[src/rtl/conv1d_ctrl_pkg.sv]
// conv1d_ctrl_pkg: shared state and field types for the conv1d sequencer
package conv1d_ctrl_pkg;
  localparam int LEN_W_DEF = 16;
  localparam int K_W_DEF = 8;
  typedef logic [LEN_W_DEF-1:0] len_t;
  typedef logic [K_W_DEF-1:0] ksize_t;
  typedef enum logic [2:0] {IDLE, MAC, WAIT, OUT, DONE} ctrl_state_e;
endpackage

[src/rtl/conv1d_loop_cnt.sv]
// conv1d_loop_cnt: up-counter that wraps to zero at its limit, with clear and terminal count
module conv1d_loop_cnt #(
  parameter int W = 8
) (
  input  logic         clk_i,
  input  logic         rst_i,
  input  logic         clr_i,
  input  logic         en_i,
  input  logic [W-1:0] lim_i,
  output logic [W-1:0] cnt_o,
  output logic         tc_o
);
  assign tc_o = cnt_o == lim_i;
  always_ff @(posedge clk_i)
    if (rst_i || clr_i) cnt_o <= '0;
    else if (en_i) cnt_o <= tc_o ? '0 : cnt_o + 1'b1;
endmodule

[src/rtl/conv1d_ctrl_fsm.sv]
// conv1d_ctrl_fsm: address/MAC/output sequencer for valid-mode 1-D convolution
module conv1d_ctrl_fsm
  import conv1d_ctrl_pkg::*;
#(
  parameter int LEN_W   = 16,
  parameter int K_W     = 8,
  parameter int MAC_LAT = 1
) (
  input  logic             clk_i,
  input  logic             rst_i,
  input  logic             start_i,
  input  logic             clear_i,
  input  logic [LEN_W-1:0] len_i,
  input  logic [K_W-1:0]   ksize_i,
  output logic [LEN_W-1:0] in_addr_o,
  output logic [K_W-1:0]   w_addr_o,
  output logic             mac_en_o,
  output logic             mac_clr_o,
  output logic             mac_last_o,
  output logic             out_valid_o,
  input  logic             out_ready_i,
  output logic [LEN_W-1:0] out_addr_o,
  output logic             running_o,
  output logic             running_we_o,
  output logic             done_o,
  output logic             done_we_o
);
  localparam int DW = $clog2(MAC_LAT + 1);
  ctrl_state_e state;
  logic start_q, st_q, dn_q, cl_q;
  logic [LEN_W-1:0] n_q, j;
  logic [K_W-1:0] k_q, k;
  logic [DW-1:0] d_cnt_unused;
  logic k_tc, j_tc, d_tc, cnt_clr, start_edge, degen;
  assign cnt_clr = clear_i || state == IDLE;
  assign start_edge = start_i && !start_q;
  assign degen = ksize_i == '0 || LEN_W'(ksize_i) > len_i;
  conv1d_loop_cnt #(.W(K_W)) u_k (
    .clk_i(clk_i), .rst_i(rst_i), .clr_i(cnt_clr), .en_i(state == MAC),
    .lim_i(k_q - 1'b1), .cnt_o(k), .tc_o(k_tc)
  );
  conv1d_loop_cnt #(.W(LEN_W)) u_j (
    .clk_i(clk_i), .rst_i(rst_i), .clr_i(cnt_clr), .en_i(state == OUT && out_ready_i),
    .lim_i(n_q - LEN_W'(k_q)), .cnt_o(j), .tc_o(j_tc)
  );
  conv1d_loop_cnt #(.W(DW)) u_d (
    .clk_i(clk_i), .rst_i(rst_i), .clr_i(cnt_clr), .en_i(state == WAIT),
    .lim_i(DW'(MAC_LAT - 1)), .cnt_o(d_cnt_unused), .tc_o(d_tc)
  );
  // status pulses are registered so they line up with the first cycle of the new state
  always_ff @(posedge clk_i) begin
    if (rst_i) begin
      state <= IDLE;
      start_q <= 1'b0;
      st_q <= 1'b0;
      dn_q <= 1'b0;
      cl_q <= 1'b0;
      n_q <= '0;
      k_q <= '0;
    end else begin
      start_q <= start_i;
      st_q <= 1'b0;
      dn_q <= 1'b0;
      cl_q <= 1'b0;
      if (clear_i) begin
        state <= IDLE;
        cl_q <= state != IDLE;
      end else begin
        case (state)
          IDLE: if (start_edge) begin
            n_q <= len_i;
            k_q <= ksize_i;
            st_q <= 1'b1;
            state <= degen ? DONE : MAC;
          end
          MAC: if (k_tc) state <= WAIT;
          WAIT: if (d_tc) state <= OUT;
          OUT: if (out_ready_i) begin
            state <= j_tc ? DONE : MAC;
            dn_q <= j_tc;
          end
          default: begin
            state <= IDLE;
            dn_q <= !dn_q;
          end
        endcase
      end
    end
  end
  assign mac_en_o = state == MAC;
  assign mac_clr_o = mac_en_o && k == '0;
  assign mac_last_o = mac_en_o && k_tc;
  assign in_addr_o = mac_en_o ? j + LEN_W'(k) : '0;
  assign w_addr_o = mac_en_o ? k : '0;
  assign out_valid_o = state == OUT;
  assign out_addr_o = out_valid_o ? j : '0;
  assign running_o = st_q;
  assign running_we_o = st_q || dn_q || cl_q;
  assign done_o = dn_q;
  assign done_we_o = st_q || dn_q;
endmodule

[config.mk]
export PLATFORM = sky130hd
export DESIGN_NAME = conv1d_ctrl_fsm
export DESIGN_NICKNAME = d
export VERILOG_FILES = /design/src/rtl/conv1d_ctrl_pkg.sv /design/src/rtl/conv1d_loop_cnt.sv /design/src/rtl/conv1d_ctrl_fsm.sv
export SDC_FILE = /design/constraint.sdc
export NUM_CORES = 1
export LEC_CHECK = 0
export CORE_ASPECT_RATIO = 0.6
export CORE_UTILIZATION = 35
export DETAILED_ROUTE_END_ITERATION = 10
export GPL_TIMING_DRIVEN = 0
export PLACE_DENSITY = 0.62
export SLEW_MARGIN = 10
export SYNTH_ARGS = -nofsm -noshare
export SYNTH_HDL_FRONTEND = slang
export SYNTH_SLANG_ARGS = --single-unit
[constraint.sdc]
create_clock -name clk_i -period 3.85 [get_ports clk_i]
set_input_delay 0.385 -clock clk_i [delete_from_list [all_inputs] [get_ports clk_i]]
set_output_delay 0.385 -clock clk_i [all_outputs]
set_load 0.02 [all_outputs]
---- After elaboration in Yosys (flattened, before gate mapping) ----
Index checks and enable logic that the tools add are counted.
word-level totals
  latch bits .............................. 0
  output and inout port bits .............. 48
  memories ................................ 0
  bits in read-only memories .............. 0
  flip-flop bits (word level) ............. 56
  bits in writable memories ............... 0
operators by class
  magnitude comparators ................... 1
  equality and inequality tests ........... 9
  mux-type cells .......................... 16
  add/sub/neg operators ................... 6
  reduce and logical (&&, ||, !) cells .... 21
  shift-type cells ........................ 0
  div/mod/pow operators ................... 0
  multipliers ............................. 0
  bitwise gates (word level) .............. 2
operators with widths
  kind                                                   count
  2-to-1 mux 16 bit                                      3
  2-to-1 mux 3 bit                                       6
  adder 16 x 1 -> 16 bit, second input constant          1
  adder 16 x 8 -> 16 bit                                 1
  == test 16 bit                                         1
  > comparator 8 x 16 -> 1 bit                           1
  logical NOT 8 bit                                      2
  2-to-1 mux 8 bit                                       2
  subtractor 16 x 8 -> 16 bit                            1
  case mux 3 bit (4 select lines)                        1
  adder 8 x 1 -> 8 bit, second input constant            1
  == test 8 bit                                          1
  subtractor 8 x 1 -> 8 bit, second input constant       1
  == test 3 x 2 -> 1 bit, second input constant          2
  OR reduction 3 bit                                     2
  logical OR 1 bit                                       5
  logical AND 1 bit                                      4
  inequality test 2 x 1 -> 1 bit, second input constant  2
  inequality test 2 bit, second input constant           2
  AND reduction 4 bit                                    1
  OR reduction 2 bit                                     2
  == test 3 x 1 -> 1 bit, second input constant          1
  logical NOT 3 bit                                      1
  2-to-1 mux 1 bit                                       3
  6 further kinds                                        8

---- Depth between registers and ports, before layout ----
Gate-level depths: netlist of the first run.
  word-level depth ........................ 5
  gate-level depth with buffers ........... 12
  depth with buffers taken out ............ 11

---- Cells and area by module ----
Synthesis of the first run repeated with hierarchy kept, for this count alone.
second synthesis, totals
  cells, all modules ...................... 565
  area, all modules ....................... 4,356.7 µm²
by module, submodules not included
  module                  area each (µm²)  times used  cells each
  conv1d_ctrl_fsm         2,817.7          1           388
  conv1d_loop_cnt at u_j  1,034.7          1           123
  conv1d_loop_cnt at u_k  447.9            1           49
  conv1d_loop_cnt at u_d  56.3             1           5

---- Worst setup path after synthesis of the first run ----
Ideal clock, no wire load.
  path type ............................... flip-flop to flip-flop
  from .................................... register k_q[0]
  to ...................................... register u_j.cnt_o[10]
  cell stages (with the launch flop) ...... 12
  library setup time ...................... 132 ps
  buffers on the path ..................... 1
  required time ........................... 3,718 ps
  data arrival time ....................... 2,815 ps
  path slack .............................. 903 ps
  cell sequence ........................... dfxtp_1 ha_1 fa_1 xnor2_1 xnor2_1 nand3_1 or4_1 a2111oi_0 and4_1 nor3b_4 buf_6 nor3_1
between the ends
  cells in the longest elaborated chain, start to end .. 3
RTL lines
  item                         line                   text
  start, declared              conv1d_ctrl_fsm.sv:32  logic [K_W-1:0] k_q, k;
  start signal, assigned       conv1d_ctrl_fsm.sv:72  k_q <= ksize_i;
  subtractor 16 x 8 -> 16 bit  conv1d_ctrl_fsm.sv:44  .lim_i(n_q - LEN_W'(k_q)), .cnt_o(j), .tc_o(j_tc)
  == test 16 bit               conv1d_loop_cnt.sv:13  assign tc_o = cnt_o == lim_i;
  2-to-1 mux 16 bit            conv1d_loop_cnt.sv:16  else if (en_i) cnt_o <= tc_o ? '0 : cnt_o + 1'b1;
  end signal, assigned         conv1d_loop_cnt.sv:16
  end, declared                conv1d_loop_cnt.sv:10  output logic [W-1:0] cnt_o,
Every way passes these cells.
A chain may end at the register's enable or synchronous reset.

---- Final worst setup path of the first run ----
  from .................................... register k_q[4]
  to ...................................... register u_j.cnt_o[15]
Same word-level chain as after synthesis.

==> impl_metrics.json, run 1 <==
{
  "clock-sinks": 55,
  "rr_endpoint": "u_j.cnt_o[15]",
  "dp_hpwl_microns": 9640,
  "grtUsageMet2_pct": 29.7,
  "area_growth_pct": 27.6,
  "drtAntennaViolNets": 0,
  "endpoint_kind": "register",
  "cts_buffers": 5,
  "fillers": 1134,
  "fin_crit_sh_pct": 94.2,
  "wl_per_cell_microns": 14.9,
  "core-area_sq_um": 11400,
  "initial_utilization_pct": 36.2,
  "track_usage_pct": 20.3,
  "rr_startpoint": "k_q[4]",
  "die_w_microns": 142,
  "design.portCount": 77,
  "drt-total-wl_microns": 12000,
  "tightestPinTransition_ps": 771,
  "synthArstFlopShare_pct": 0,
  "fin_tns_setup_ps": 0,
  "crit_path_top_delay_cell": "a2111oi_1",
  "finalMaxSlewViolations": 0,
  "synth-main-ff-cell": "dfxtp_1",
  "synth-seq-cells": 55,
  "post-place-cells": 793,
  "netlist_area_sq_um": 4120,
  "synth_edf_count": 0,
  "ys_seq_area_share_pct": 26.7,
  "crit_type": "reg -> reg",
  "critical_path.top_delay_family": "simple AND/OR/NAND/NOR gates",
  "insertion_delay_ps": 290,
  "ff2ff_setup_slack_ps": 230,
  "worstPathArrival_ps": 3770,
  "port_buffers": 76,
  "h-tree-depth": 2,
  "crit_buf_inv": 2,
  "num_antenna_cells": 0,
  "synth_compound_area_share_pct": 13.3,
  "crit_chain": "inv_1 > ha_1 > and2_4 > a221oi_2 > a21boi_2 > or3_1 > a2111oi_1 > and4_1 > nor3b_4 > buf_6 > nor3_1",
  "antenna_found_initial": 0,
  "hold_path_end": "n_q[3]",
  "finClkSkew_ps": 9.46,
  "hold_start": "n_q[3]",
  "final_nets": 702,
  "synthMuxAreaShare_pct": 0.516,
  "hold_viol": 0,
  "die_h_microns": 86.1,
  "overflow": 0,
  "drive_gt1_share_pct": 3.11,
  "cts_root_buf": "clkbuf_16",
  "cts_tree": "done",
  "yosys.area_share.simple_pct": 31.2,
  "setup_viol": 0,
  "drt-initial-drc-count": 281,
  "die_area_sq_um": 12200,
  "cpPeakStageDelay_ps": 480,
  "placementRows": 30,
  "post-route-min-period_ps": 3620,
  "cp.required_ps": 4000,
  "gp_congestion": 0.832,
  "grt_pass1_vias": 3889,
  "clk_pin_slew_ps": 70,
  "maxCapViolations": 0,
  "start_kind": "register",
  "stdcell_count": 804,
  "hold_path_class": "reg -> reg",
  "worstPathMaxFanout": 10,
  "grt_max_degree": 17,
  "clockBufferDepth": 2,
  "use_met1_pct": 31.0,
  "slew_headroom_pct": 48.2,
  "vias": 4224,
  "use_met3_pct": 3.52,
  "vias_per_cell": 5.25,
  "yosysWarnings": 0,
  "grt_pass1_wl_microns": 19600,
  "drc": 0,
  "hold_path_depth": 2,
  "rsz0062_at_grt": "no",
  "drt_pre_antenna_iters": 5,
  "synth_top_family_by_area": "simple AND/OR/NAND/NOR gates",
  "top_usage_layer": "met1",
  "pwr_density_cell_nw_per_um2": 256,
  "rr_worst_depth": 11,
  "synth_fp_nets": 616,
  "synth_fa_ha_area_share_pct": 9.47,
  "status": "finished clean",
  "synth_xor_xnor_area_share_pct": 13.4,
  "syn_inst": 557,
  "hold_buffers": 0,
  "avgSynthCellArea_sq_um": 7.40,
  "fmax_mhz": 276,
  "synth_cell_type_count": 55,
  "vdd_ir_drop_max_v": 0.000175,
  "p_leak_nw": 1.91
}
==> through the flow <==
step / area, sq um / util [%] / setup slack [ps] / hold slack [ps] / total power [mW]
finish: 5260 / 46.3 / 225 / 464 / 1.35
global route: 5260 / 46.3 / 11.3 / 493 / 1.42
CTS: 5240 / 46.0 / 113 / 469 / 1.36
detailed placement: 5080 / 44.7 / 202 / 458 / 0.885
global placement: 5080 / 44.7 / 251 / 450 / 0.876
floorplan: 4120 / - / 903 / 436 / 0.793
==> repair_timing <==
action                                  4_1_cts  5_1_grt
endpoints found under the setup margin        0       14
resized for setup                             0        3
setup buffers                                 0        3
==> cell usage after synthesis (all sizes together), types with 3 or more instances <==
library cell  number  area, sq um
nor2b              4         25.0
a21oi             45          225
xor2              26          228
o21bai             3         22.5
inv               30          113
o21ai             14         70.1
or2                3         18.8
nand4              9         56.3
and2              21          134
nor3              31          155
nor4              10         62.6
ha                28          350
o21a               4         30.0
nor2              51          191
xnor2             37          324
dfxtp             55         1100
nand2             78          293
nand2b             7         43.8
nor3b              5         48.8
or3                5         31.3
nand3             17         85.1
or4                3         22.5
and3              11         68.8
clkbuf            25         93.8
==> power breakdown <==
part	total, mW	leakage (nW)	switching, mW	internal [mW]
Clock	0.472	0.0741	0.211	0.261
Combinational	0.283	1.39	0.154	0.129
Sequential	0.594	0.446	0.0131	0.581
Total	1.35	1.91	0.378	0.971
==> placed cells by master, fill, tap and decap left out, types with 20 or more instances in the layout <==
| cell type | instances |
|---|---|
| ha_1 | 28 |
| nand2_1 | 78 |
| xor2_1 | 26 |
| clkbuf_1 | 26 |
| nor3_1 | 31 |
| xnor2_1 | 37 |
| and2_1 | 20 |
| dfxtp_1 | 55 |
| clkdlybuf4s50_1 | 76 |
| a21oi_1 | 45 |
| nor2_1 | 51 |
| inv_1 | 30 |
==> logic make-up after synthesis <==
family,after synthesis
DFF,55
muxes,2
adders and majority gates,30
and+or+nand+nor,261
xor gates and xnor gates,63
AOI/OAI and AO/OA,89
buffers and inverters,57
==> layout make-up <==
| type | instances | area [sq um] | area share (%) |
|---|---|---|---|
| Multi-Input combinational cell | 445 | 2810 | 53.3 |
| Sequential cell | 55 | 1100 | 20.9 |
| Timing Repair Buffer | 79 | 783 | 14.9 |
| Tap cell | 160 | 200 | 3.80 |
| Clock buffer | 7 | 143 | 2.71 |
| Inverter | 30 | 113 | 2.14 |
| Buffer | 27 | 109 | 2.07 |
| Clock inverter | 1 | 8.76 | 0.166 |
==> worst max-delay path by stage <==
stage	startpoint	end	slack, ps	cells past startpoint
2_1_floorplan	k_q[0]	u_j.cnt_o[10]	900	11
3_3_place_gp	n_q[0]	u_j.cnt_o[15]	250	12
3_5_place_dp	k_q[4]	u_j.cnt_o[15]	200	11
4_1_cts	u_j.cnt_o[0]	in_addr_o[12]	110	11
5_1_grt	u_j.cnt_o[0]	in_addr_o[12]	10	11
6_report	k_q[4]	u_j.cnt_o[15]	230	11
==> layer usage <==
metal	up-vias	wire, microns
met2	163	4810
met3	6	1020
met5	-	0
met4	0	42
met1	1981	6120
li1	2074	-
==> state kept, by name, summed over array words and instances (netlist names) <==
name / count
cl_q: 1
done_o: 1
k_q: 8
n_q: 16
running_o: 1
start_q: 1
state: 3
u_j.cnt_o: 16
u_k.cnt_o: 8
==> worst reg2reg max path: stages, from the launching register on <==
cell	delay, ps
dfxtp_1	470
inv_1	140
ha_1	360
and2_4	170
a221oi_2	310
a21boi_2	170
or3_1	390
a2111oi_1	480
and4_1	370
nor3b_4	370
buf_6	200
nor3_1	70
No activity file was read; power rests on OpenSTA's default activity.
==> inputs of run 2 (changes only) <==
SYNTH_HIERARCHICAL = 1   (was unset)
==> run 2 against run 1 <==
  * Non-clock buffer count down 7
  * Cell area up 4.3%
  * Clock skew down 2.2 ps
==> impl_metrics.json, run 2 <==
{
  "status": "finished clean",
  "die_w_microns": 146,
  "wl_met2_microns": 4950,
  "top_regs": "n_q (16), u_j/cnt_o (16)",
  "crit_path_top_delay_cell": "dfxtp_1",
  "synth_top_area_share_pct": 25.7,
  "grt_pass1_vias": 3965,
  "worstPathArrival_ps": 3810,
  "rr_startpoint": "k_q[1]",
  "worstPathMaxFanout": 10,
  "rsz0062_at_grt": "no",
  "synth_most_common_cell": "nand2_1",
  "clockBufferDepth": 2,
  "track_usage_pct": 19.7,
  "slew_headroom_pct": 57.2,
  "hold_path_class": "reg -> reg",
  "wl_met3_microns": 700,
  "synth-seq-cells": 56,
  "final_nets": 707,
  "vdd_ir_drop_max_v": 0.000204,
  "avgSynthCellArea_sq_um": 7.71,
  "num_antenna_cells": 0,
  "drt_pre_antenna_iters": 5,
  "cts_tree": "done",
  "dpl_cell_area_sq_um": 5320,
  "die_h_microns": 88.4,
  "ff2ff_setup_slack_ps": 290,
  "postLayoutCellArea_sq_um": 5490,
  "insertion_delay_ps": 300,
  "netlist_area_sq_um": 4360,
  "clock-sinks": 56,
  "wl_per_cell_microns": 14.7,
  "grt_max_degree": 17,
  "placementRows": 31,
  "p_leak_nw": 2.09,
  "grt_pass1_wl_microns": 20000,
  "die_area_sq_um": 12900,
  "rr_worst_depth": 14,
  "gp_congestion": 0.827,
  "synth-main-ff-cell": "dfxtp_1",
  "fin_crit_sh_pct": 92.5,
  "clk_pin_slew_ps": 70,
  "mostFrequentLayoutCells": "nand2_1 (80), clkdlybuf4s50_1 (76), dfxtp_1 (56), nor2_1 (54), a21oi_1 (47)",
  "drt-total-wl_microns": 11900,
  "overflow": 0,
  "syn_inst": 565,
  "fin_tns_setup_ps": 0,
  "cpPeakStageDelay_ps": 450,
  "hold_start": "k_q[5]",
  "drc": 0,
  "maxCapViolations": 0,
  "fillers": 1225,
  "synthTopCellsByCount": "nand2_1 (80), dfxtp_1 (56), nor2_1 (54)",
  "ctsResizeCount": 0,
  "pwr_density_cell_nw_per_um2": 272,
  "area_growth_pct": 26.0,
  "synth_edf_count": 0,
  "h-tree-depth": 2,
  "fmax_mhz": 281,
  "synth.area.top_cells": "dfxtp_1 (26%), ha_1 (8.0%), xor2_1 (7.2%)",
  "cp.required_ps": 4090,
  "antenna_found_initial": 0,
  "start_kind": "register",
  "port_buffers": 76,
  "synth_cell_type_count": 65,
  "wl_met1_microns": 6190,
  "cts_root_buf": "clkbuf_16",
  "tightestPinTransition_ps": 638,
  "final_common_cell": "nand2_1",
  "postCtsSetupBuffers": 0,
  "rr_endpoint": "done_o",
  "yosysWarnings": 6,
  "synthArstFlopShare_pct": 0,
  "crit_chain": "inv_1 > ha_1 > nor2b_1 > o2111ai_1 > nand3_1 > a2111oi_2 > xor2_1 > xor2_1 > nor4_2 > nand4_2 > inv_1 > nand4_1 > mux2_2 > nor2_1",
  "drt-initial-drc-count": 279,
  "cts_buffers": 5,
  "crit_type": "reg -> reg",
  "vias": 4145,
  "hold_buffers": 0,
  "dp_hpwl_microns": 9530,
  "hold_path_depth": 2,
  "drive_gt1_share_pct": 6.93,
  "hold_viol": 0,
  "vias_per_cell": 5.09,
  "initial_utilization_pct": 36.0,
  "routed.top_layer": "met4",
  "synth_top_area_cell": "dfxtp_1",
  "endpoint_kind": "register",
  "design.portCount": 77,
  "setup_viol": 0,
  "finClkSkew_ps": 7.29,
  "finalMaxSlewViolations": 0,
  "drtAntennaViolNets": 0,
  "ys_seq_area_share_pct": 25.7,
  "hold_path_end": "k_q[5]",
  "post-route-min-period_ps": 3560,
  "synth_fp_nets": 624,
  "core-area_sq_um": 12100
}
## run 2: changes by cell type in the layout (fill, tap and decap cells not counted), sizes merged, moves of 7 or more
cell | before | now
and2 | 21 | 32
clkbuf | 32 | 17
buf | 5 | 12
xor2 | 26 | 36
nor3 | 31 | 13
and3 | 11 | 3
## run 2: how the worst max path moves through the flow
stage | start | to | cells after the start
6_report | k_q[1] | done_o | 14
3_3_place_gp | k_q[1] | done_o | 14
4_1_cts | k_q[1] | done_o | 14
2_1_floorplan | k_q[2] | done_o | 14
5_1_grt | k_q[1] | done_o | 14
3_5_place_dp | k_q[1] | done_o | 14
## run 2: final cells by class
| class | count | area [sq um] | share of cell area, % |
|---|---|---|---|
| clock buffer | 6 | 129 | 2.35 |
| sequential | 56 | 1120 | 20.4 |
| buffer | 23 | 140 | 2.55 |
| tap | 165 | 206 | 3.76 |
| multi-input combinational | 451 | 2960 | 54.0 |
| inverter | 35 | 131 | 2.39 |
| clock inverter | 2 | 35.0 | 0.638 |
| timing repair buffer | 76 | 761 | 13.9 |
## run 2: cells by family after synthesis
kind of cell / Yosys count / synth area share, %
xor+xnor: 69 / 13.9
other cells: 1 / 0.0861
compound gates: 98 / 14.3
flops: 56 / 25.7
simple gates: 250 / 30.1
fa+ha+maj: 30 / 8.96
buf+inv: 58 / 6.23
mux: 3 / 0.718
## run 2: metal layers
layer	up-vias	global-route usage, %
met3	12	4.07
met4	0	4.17
met1	1939	27.8
met2	99	31.1
met5	-	0
li1	2095	-
## run 2: power breakdown
part	internal, mW	switching, mW
Sequential	0.592	0.0111
Clock	0.307	0.214
Combinational	0.169	0.201
## run 2: worst max-delay path, delay by kind of cell, from the launching register on
kind / cells / cell delay, ps
buf+inv: 2 / 330
flops: 1 / 450
fa+ha+maj: 1 / 270
mux: 1 / 290
compound gates: 2 / 650
xor+xnor: 2 / 340
simple gates: 6 / 1170
## run 2: through the flow
step / util [%] / hold slack, ps / cells / power [mW] / worst slack [ps]
5_1_grt: 45.3 / 484 / 814 / 1.57 / 13.6
3_5_place_dp: 44.0 / 451 / 806 / 0.980 / 343
2_1_floorplan: - / 436 / 565 / 0.881 / 883
6_report: 45.3 / 459 / 814 / 1.49 / 288
4_1_cts: 45.3 / 461 / 814 / 1.50 / 307
3_3_place_gp: 44.0 / 450 / 806 / 0.971 / 343
==> variant (flow settings as in run 1) <==
Make the reset (`rst_i`) asynchronous in one clocked block.
--- a/src/rtl/conv1d_ctrl_fsm.sv
+++ b/src/rtl/conv1d_ctrl_fsm.sv
@@ -48,7 +48,7 @@
     .lim_i(DW'(MAC_LAT - 1)), .cnt_o(d_cnt_unused), .tc_o(d_tc)
   );
   // status pulses are registered so they line up with the first cycle of the new state
-  always_ff @(posedge clk_i) begin
+  always_ff @(posedge clk_i or posedge rst_i) begin
     if (rst_i) begin
       state <= IDLE;
       start_q <= 1'b0;
Function: differs if rst_i is asserted again (counterexample within 4 cycles, from zero or initial values and one cycle with rst_i high); with rst_i held inactive, the same outputs for 10 cycles.
==> variant against run 1 <==
Routed wire length is 0.60% lower. Largest cell class unchanged. Critical path type is now flop to output port. Core utilization rose by 0.11 points. Sequential cell count did not move. Global-route usage shrank 0.76 points. Setup slack better by 0.048 ns. Highest routed layer unchanged. Synthesized cell count is 3.8% lower. Area after synthesis increased by 4.4%. Critical endpoint is now in_addr_o[12]. Cell area increased by 2.5%.
Power is not compared: it rests on default switching activity, and its combinational part moved more than twofold at a synthesized area within 25%.
==> variant: results (changes against run 1) <==
outcome:
  status: "complete, no violations"  # unchanged
cts:
  clk_latency_ns: 0.30
  path_clk_slew_ns: 0.07  # about the same
  cts_buffers: 5  # unchanged
  cts_root_buffer: "clkbuf_16"  # unchanged
  clockBufferDepth: 2  # unchanged
  cts.htree.levels: 2  # unchanged
global_routing:
  grt_pass1_vias: 3759  # was 3,889
  grt_usage_pct: 19.5  # was 20.3%
  grt_pass1_wl_um: 19700  # was 19,600 um
  antenna_found_initial: 0  # unchanged
  grt_start_max_net_pins: 32  # was 17
placed_design:
  dpl.hpwl_um: 9550  # was 9640 um
  gp_congestion: 0.880  # was 0.832
  dp_slack_ns: 0.337  # was 0.202 ns
  io_buffer_count: 75  # was 76
cells_and_area:
  drive_gt1_share_pct: 5.82  # was 3.11%
  layout.nets: 677  # was 702
  diodes: 0  # unchanged
logic_synthesis:
  ys_warn_count: 0  # unchanged
  ys_seq_area_share_pct: 29.2  # was 26.7%
  synth_ff_type: "dfrtp_1"  # was dfxtp_1
  synth.area.top_cells: "dfrtp_1 18%, dfxtp_1 11%, ha_1 8.1%, xor2_1 7.5%, xnor2_1 5.5%"  # was dfxtp_1 27%, ha_1 8.5%, xnor2_1 7.9%, nand2_1 7.1%, xor2_1 5.5%
  synth_common_cells: "61 x nor2_1, 58 x nand2_1, 37 x xor2_1"  # was 78 x nand2_1, 55 x dfxtp_1, 51 x nor2_1
  synthArstFlopShare_pct: 56.4  # was 0%
  syn_nets: 595  # was 616
  ys_types: 67  # was 55
drt:
  vias: 3975  # was 4,224
  drt_iter0_drc: 189  # was 281
  wl_per_cell_um: 15.3  # was 14.9 um
  drt-pass1-iter-count: 5  # unchanged
setup_path:
  worstPathArrival_ns: 3.19  # was 3.77 ns
  cp_max_fo: 9  # was 10
power:
  leakage_nw: 2.19
hold_path:
  min_path_type: "input pin to flop"  # was flop to flop
sta:
  max_slew_margin_pct: 40.9  # was 48.2%
  fin_worst_skew_ns: 0.00708  # was 0.00946 ns
==> variant: cell types whose count changed after synthesis, moves of 10 or more <==
cell / delta
xor2_1: +11
xnor2_1: -10
o21ai_0: +13
dfrtp_1: +31
nor3_1: -12
nand2_1: -20
clkbuf_1: -11
dfxtp_1: -31
nor2_1: +10
a21oi_1: -26
==> variant: layout make-up <==
class	instances	area (um2)
Clock inverter	1	5.00
Fill cell	1164	6240
Buffer	26	143
Multi-Input combinational cell	428	2810
Timing Repair Buffer	75	751
Inverter	27	101
Clock buffer	7	133
Sequential cell	55	1260
Tap cell	160	200
==> variant: metal layers <==
metal / vias to the layer above / track usage, % / wire length, um
met4: 0 / 3.25 / 85
met5: - / 0 / 0
li1: 2002 / - / -
met1: 1876 / 29.1 / 6280
met2: 88 / 29.6 / 4870
met3: 9 / 3.39 / 687
==> variant: timing repair <==
item	4_1_cts	5_1_grt
setup buffers	0	0
endpoints found under the setup margin	0	4
resized for setup	0	2
==> variant: kinds of logic after synthesis <==
kind of cell | share of synthesized area (%)
adders and majority gates | 9.07
buffers and inverters | 5.67
and+or+nand+nor | 28.7
AOI/OAI and AO/OA | 13.7
xor gates and xnor gates | 13.0
muxes | 0.698
DFF | 29.2
==> variant: final timing paths <==
path	slack, ns	end	depth (start not counted)	startpoint
hold / removal	0.30	done_o$_DFF_PP0_	2	clear_i
setup reg to reg	0.29	u_j.cnt_o[8]$_SDFFE_PP0P_	11	k_q[0]$_DFFE_PP0P_
min in group asynchronous	0.59	done_o$_DFF_PP0_	2	rst_i
max in group asynchronous	2.82	n_q[9]$_DFFE_PP0P_	2	rst_i
setup / recovery	0.27	in_addr_o[12]	11	u_k.cnt_o[0]$_SDFFE_PP0P_
hold reg to reg	0.50	n_q[2]$_DFFE_PP0P_	2	n_q[2]$_DFFE_PP0P_
==> variant: stage by stage <==
stage	instances	util, %	cell area (um2)	power (mW)	hold WS [ns]
after global placement	771	45.2	5260	1.33	0.488
final	779	46.4	5400	1.81	0.304
after global routing	779	46.4	5400	1.93	0.332
after floorplan	536	-	4300	1.18	0.416
after CTS	779	46.3	5390	1.81	0.303
after detailed placement	771	45.2	5260	1.36	0.488
==> variant: worst max-delay path, cell delays in order (launching register included) <==
cell and delay (ns):
dfxtp_1 0.42, ha_1 0.26, fa_1 0.40, a21o_1 0.18, a21oi_1 0.21, o21bai_1 0.09, a21oi_1 0.26, o21ai_2 0.16
nand3_1 0.12, xor2_1 0.07, nor2_1 0.10, clkdlybuf4s50_1 0.62
==> variant: power by group through the flow <==
stage / clock, mW / sequential, mW / combinational [mW]
after global routing: 0.484 / 0.692 / 0.751
after floorplan: 0 / 0.678 / 0.499
after CTS: 0.458 / 0.683 / 0.668
after global placement: 0 / 0.693 / 0.638
after detailed placement: 0 / 0.695 / 0.663
final: 0.452 / 0.682 / 0.674
